$ cat config.mk
export PLATFORM = sky130hd
export DESIGN_NAME = imem_loader
export DESIGN_NICKNAME = d
export VERILOG_FILES = /design/src/rtl/imem_loader.sv
export SDC_FILE = /design/constraint.sdc
export NUM_CORES = 1
export LEC_CHECK = 0
export ABC_AREA = 1
export ABC_CLOCK_PERIOD_IN_PS = 4500
export CAP_MARGIN = 20
export CORE_MARGIN = 3
export CORE_UTILIZATION = 55
export CTS_BUF_LIST = sky130_fd_sc_hd__clkbuf_4 sky130_fd_sc_hd__clkbuf_8 sky130_fd_sc_hd__clkbuf_16
export DETAILED_ROUTE_END_ITERATION = 8
export GPL_ROUTABILITY_DRIVEN = 0
export PLACE_DENSITY_LB_ADDON = 0.05
export SYNTH_ARGS = -nofsm -noshare
export SYNTH_HDL_FRONTEND = slang
export SYNTH_SLANG_ARGS = --single-unit
$ cat constraint.sdc
create_clock -name clk -period 4.5 [get_ports clk]
set_input_delay 0.675 -clock clk [delete_from_list [all_inputs] [get_ports clk]]
set_output_delay 0.675 -clock clk [all_outputs]
set_load 0.01 [all_outputs]
$ cat src/rtl/imem_loader.sv
// -----------------------------------------------------------------------------
// imem_loader
//
// Purpose:
//   Writer side of the instruction-memory interface. It takes a byte stream
//   (typically from a UART receiver) that starts with a 2-byte big-endian
//   word count N. N big-endian 32-bit words follow. The loader writes those
//   words to consecutive IMEM words, starting at word 0. While a load is in
//   progress it holds the CPU.
//
// Ports:
//   clk        in   system clock, rising edge
//   rstn       in   asynchronous active-low reset
//   start      in   one-cycle pulse that begins a load (ignored while busy)
//   rx_valid   in   rx_data holds a byte
//   rx_data    in   received byte
//   rx_ready   out  loader accepts a byte this cycle (transfer = valid & ready)
//   mem_we     out  IMEM write strobe, one cycle per word
//   mem_addr   out  IMEM byte address (word_index << 2)
//   mem_wdata  out  assembled word to write
//   busy       out  load in progress
//   cpu_hold   out  copy of busy; the CPU PC must not advance while high
//   done       out  sticky: last load finished, cleared by an accepted start
//   err        out  sticky: header count exceeded DEPTH, cleared by an accepted start
// -----------------------------------------------------------------------------
module imem_loader #(
    parameter int DEPTH = 128,
    parameter int CNT_W = 16
) (
    input  logic        clk,
    input  logic        rstn,
    input  logic        start,
    input  logic        rx_valid,
    input  logic [7:0]  rx_data,
    output logic        rx_ready,
    output logic        mem_we,
    output logic [31:0] mem_addr,
    output logic [31:0] mem_wdata,
    output logic        busy,
    output logic        cpu_hold,
    output logic        done,
    output logic        err
);

    typedef enum logic [2:0] {
        S_IDLE,
        S_LEN_HI,
        S_LEN_LO,
        S_DATA,
        S_WRITE,
        S_DONE
    } state_t;

    // DEPTH is widened by one bit so that comparisons against counts up to
    // 2^CNT_W-1 stay unsigned and cannot overflow.
    localparam logic [CNT_W:0] DEPTH_L = (CNT_W+1)'(DEPTH);

    state_t           state_q, state_d;
    logic [7:0]       n_hi_q, n_hi_d;
    logic [CNT_W-1:0] cnt_q, cnt_d;
    logic [CNT_W-1:0] index_q, index_d;
    logic [1:0]       byte_cnt_q, byte_cnt_d;
    logic [31:0]      wdata_q, wdata_d;
    logic             done_q, done_d;
    logic             err_q, err_d;

    logic             xfer;
    logic [CNT_W-1:0] n_full;
    logic [CNT_W-1:0] index_inc;
    logic             in_range;

    assign xfer      = rx_valid & rx_ready;
    assign n_full    = CNT_W'({n_hi_q, rx_data});
    assign index_inc = index_q + CNT_W'(1);
    assign in_range  = ({1'b0, index_q} < DEPTH_L);

    always_comb begin
        state_d    = state_q;
        n_hi_d     = n_hi_q;
        cnt_d      = cnt_q;
        index_d    = index_q;
        byte_cnt_d = byte_cnt_q;
        wdata_d    = wdata_q;
        done_d     = done_q;
        err_d      = err_q;
        rx_ready   = 1'b0;
        mem_we     = 1'b0;

        case (state_q)
            S_IDLE, S_DONE: begin
                if (start) begin
                    state_d    = S_LEN_HI;
                    done_d     = 1'b0;
                    err_d      = 1'b0;
                    index_d    = '0;
                    byte_cnt_d = '0;
                end
            end
            S_LEN_HI: begin
                rx_ready = 1'b1;
                if (xfer) begin
                    n_hi_d  = rx_data;
                    state_d = S_LEN_LO;
                end
            end
            S_LEN_LO: begin
                rx_ready = 1'b1;
                if (xfer) begin
                    cnt_d = n_full;
                    if ({1'b0, n_full} > DEPTH_L) begin
                        err_d = 1'b1;
                    end
                    if (n_full == '0) begin
                        state_d = S_DONE;
                        done_d  = 1'b1;
                    end else begin
                        state_d = S_DATA;
                    end
                end
            end
            S_DATA: begin
                rx_ready = 1'b1;
                if (xfer) begin
                    wdata_d    = {wdata_q[23:0], rx_data};
                    byte_cnt_d = byte_cnt_q + 2'd1;
                    if (byte_cnt_q == 2'd3) begin
                        state_d = S_WRITE;
                    end
                end
            end
            S_WRITE: begin
                // Words beyond the end of memory are still consumed from the
                // stream so that the byte framing stays aligned. They are
                // simply not written.
                mem_we  = in_range;
                index_d = index_inc;
                if (index_inc == cnt_q) begin
                    state_d = S_DONE;
                    done_d  = 1'b1;
                end else begin
                    state_d = S_DATA;
                end
            end
            default: begin
                state_d = S_IDLE;
            end
        endcase
    end

    always_ff @(posedge clk or negedge rstn) begin
        if (!rstn) begin
            state_q    <= S_IDLE;
            n_hi_q     <= '0;
            cnt_q      <= '0;
            index_q    <= '0;
            byte_cnt_q <= '0;
            wdata_q    <= '0;
            done_q     <= 1'b0;
            err_q      <= 1'b0;
        end else begin
            state_q    <= state_d;
            n_hi_q     <= n_hi_d;
            cnt_q      <= cnt_d;
            index_q    <= index_d;
            byte_cnt_q <= byte_cnt_d;
            wdata_q    <= wdata_d;
            done_q     <= done_d;
            err_q      <= err_d;
        end
    end

    assign mem_addr  = {{(30-CNT_W){1'b0}}, index_q, 2'b00};
    assign mem_wdata = wdata_q;
    assign busy      = (state_q != S_IDLE) && (state_q != S_DONE);
    assign cpu_hold  = busy;
    assign done      = done_q;
    assign err       = err_q;

endmodule
==> impl_metrics.yaml <==
clock_network:
  h-tree-depth: 3
  path_clk_slew_ps: 80
  cts_setup_buffers: 0
  cts.sinks: 79
  cts_tree: "done"
  hold_buffers: 0
  clock-root-buffer: "clkbuf_8"
  cts_buffer_depth: 2
  clk_latency_ps: 340
  cts_buffers: 9
  cts_resized: 0
placed_design:
  dp.cells: 626
  io_buffers: 65
  dp_hpwl_mm: 6.72
die:
  fp.coreArea_um2: 6980
  initial_core_util: 0.582
  die-width_um: 91.9
  ios: 82
  die_y_um: 91.9
  row_count: 30
  die_area_um2: 8450
timing:
  setup_tns_ps: 0
  period_share: 0.712
  slew_headroom: 0.347
  fin_crit_ps: 3200
  fin_skew_ps: 3.65
  worst_slew_pin_slew_ps: 979
  setup_viol: 0
  rsz0062_at_grt: "no"
  hold_violations: 0
  max_clock_freq_mhz: 312
  slew_viol_final: 0
hold_path:
  hp-start: "done"
  whs_path_depth: 2
  min_to: "done"
  hp-class: "flip-flop to flip-flop"
global_routing:
  track_usage: 0.231
  grt_pass1_vias: 3285
  antenna_found_initial: 0
  grt_pass1_wl_mm: 15.6
  grt_overflow: 0
  grt_max_degree: 80
yosys:
  synth_area_um2: 4060
  ys_seq_area_frac: 0.487
  yosysUniqueCellTypes: 36
  synth_top_area_frac: 0.487
  synth-seq-cells: 79
  synthCells: 478
  synth_top_cell_by_area: "dfrtp_1"
  synth.area.top_cells: "dfrtp_1 (49%), nand2_1 (11%), o21ai_0 (4.9%)"
  synth.avg_cell_area_um2: 8.50
  yosys_warnings: 0
detailed_routing:
  ant_nets: 0
  met3_length_um: 692
  vias: 3406
  drc: 0
  top_layer_used: "met4"
  wl_met2_mm: 4.47
  met1_length_mm: 3.95
  first_iter_violations: 215
  post_drt_wl_per_cell_um: 14.4
  via_per_inst: 5.31
  drt_wl_total_mm: 9.26
  drtPass1Iterations: 5
status:
  status: "completed"
worst_setup_path:
  r2r_start: "index_q[0]"
  arrival_ps: 2530
  max_stage_delay_ps: 580
  critical_path.cell_chain: "nor2_1 > nand2_1 > inv_1 > nand4_1 > nor4_1 > clkdlybuf4s50_1"
  cp_top_family: "buffers and inverters"
  r2r-end: "state_q[1]"
  criticalPathCategory: "flip-flop to output port"
  end_kind: "output port"
  crit_slowest_cell: "clkdlybuf4s50_1"
  crit_path_max_fanout: 13
  r2r_slack_ps: 2330
  ff2ff_path_depth: 14
  worst-path-buf-inv: 2
  cp-start-kind: "flip-flop"
  cp.required_ps: 3830
finish:
  multiInputGateArea_um2: 1790
  instances_no_fill: 642
  regArea_um2: 1980
  drive_gt1_frac: 0.112
  area_growth_pct: 21.1
  final_util: 0.704
  diodes: 0
  fill_cells: 605
  nNetsFinal: 555
run:
  cap_violations: 0
power:
  powerDensity_nw_per_um2: 594
  power.leakage_nw: 2.35
  vdd_drop_max_v: 0.000387
-- kinds of logic (layout without fill, tap and decap cells) --
| group | count (synthesis) | after routing | share of synthesized area |
|---|---|---|---|
| simple gates | 236 | 236 | 0.269 |
| flops | 79 | 79 | 0.487 |
| buf+inv | 76 | 129 | 0.0872 |
| compound gates | 58 | 58 | 0.0764 |
| mux | 22 | 22 | 0.0610 |
| xor+xnor | 4 | 4 | 0.0123 |
| fa+ha+maj | 2 | 2 | 0.00616 |
| other cells | 1 | 16 | 0.000923 |
-- layout make-up --
cell class                      count  share of cell area
Tap cell                           96              0.0244
Clock buffer                       10              0.0280
Multi-Input combinational cell    338               0.363
Clock inverter                      6              0.0140
Inverter                           48              0.0366
Sequential cell                    79               0.402
Timing Repair Buffer               65               0.132
-- registers in the layout, summed over array words and instances, names as in the netlist --
| name | flops |
|---|---|
| state_q | 3 |
| err | 1 |
| index_q | 16 |
| byte_cnt_q | 2 |
| mem_wdata | 32 |
| cnt_q | 16 |
| n_hi_q | 8 |
| done | 1 |
-- Yosys cell counts --
master and instances:
nor3_2 1, buf_4 17, nor4_1 3, o21ai_2 1, inv_2 4, clkbuf_1 7, o21a_1 1, nand2_2 6
inv_1 44, o21ai_0 40, nor3_1 2, conb_1 1, nor2_1 32, nand4_1 9, nand2_1 121, mux2_2 14
or2_2 1, nor3b_1 1, xnor2_1 1, xnor3_2 1, nor2_8 1, ha_1 2, xor2_1 2, o22ai_1 6
nand3b_1 6, nor2_4 4, buf_2 4, nand2_4 1, a21oi_2 1, nand3_1 39, o211ai_1 1, mux2_1 8
a21oi_1 7, nor2_2 9, o21ai_1 1, dfrtp_1 79
-- report_power, final --
group,internal (mW),switching (mW),leakage [nW],total [mW]
clock network,0.274,0.269,0.103,0.543
registers,0.983,0.203,1.01,1.19
logic,0.586,0.603,1.24,1.19
-- worst max path at each step --
| stage | endpoint | slack, ps | depth (start not counted) | from |
|---|---|---|---|---|
| floorplan | mem_we | 2700 | 5 | state_q[0] |
| global placement | mem_we | 1720 | 6 | state_q[1] |
| detailed placement | mem_we | 1680 | 6 | state_q[1] |
| CTS | mem_we | 1270 | 6 | state_q[1] |
| global route | mem_we | 1060 | 6 | state_q[1] |
| finish | mem_we | 1300 | 6 | state_q[1] |
-- worst reg2reg max path, cell delays in order (launching register included) --
cell and delay [ps]:
dfrtp_1 460, ha_1 230, nand3_1 140, nor2_2 270, nand2_1 110, nand3b_1 100, nand2_1 50, nor2_1 90
nand2_1 70, nor2_1 150, nand3_1 110, nand2_2 100, nand2_1 60, nand2_1 60, nand2_1 50
-- metal layers --
metal | track usage | vias up
li1 | - | 1664
met1 | 0.302 | 1591
met2 | 0.372 | 134
met3 | 0.0673 | 17
met4 | 0.0705 | 0
met5 | 0 | -
-- cells in the final DEF (no fill, tap or decap), types with 2 or more instances in the layout --
cell             synthesis  final
nand2_1                121    121
dfrtp_1                 79     79
clkdlybuf4s50_1          0     64
inv_1                   44     44
o21ai_0                 40     40
nand3_1                 39     39
nor2_1                  32     32
conb_1                   1     16
mux2_2                  14     14
clkbuf_8                 0     10
nor2_2                   9      9
nand4_1                  9      9
mux2_1                   8      8
a21oi_1                  7      7
nand2_2                  6      6
nand3b_1                 6      6
o22ai_1                  6      6
inv_2                    4      4
nor2_4                   4      4
nor4_1                   3      3
xor2_1                   2      2
nor3_1                   2      2
ha_1                     2      2
clkinv_4                 0      2
-- through the flow --
stage | hold slack (ps) | cell area [um^2] | setup WS, ps | power (mW)
CTS | 480 | 4920 | 1270 | 2.95
global route | 513 | 4920 | 1060 | 3.14
global placement | 456 | 4710 | 1720 | 2.35
detailed placement | 463 | 4710 | 1680 | 2.39
floorplan | 379 | 4120 | 2700 | 1.87
finish | 474 | 4920 | 1300 | 2.92
(Power assumes the default switching activity.)
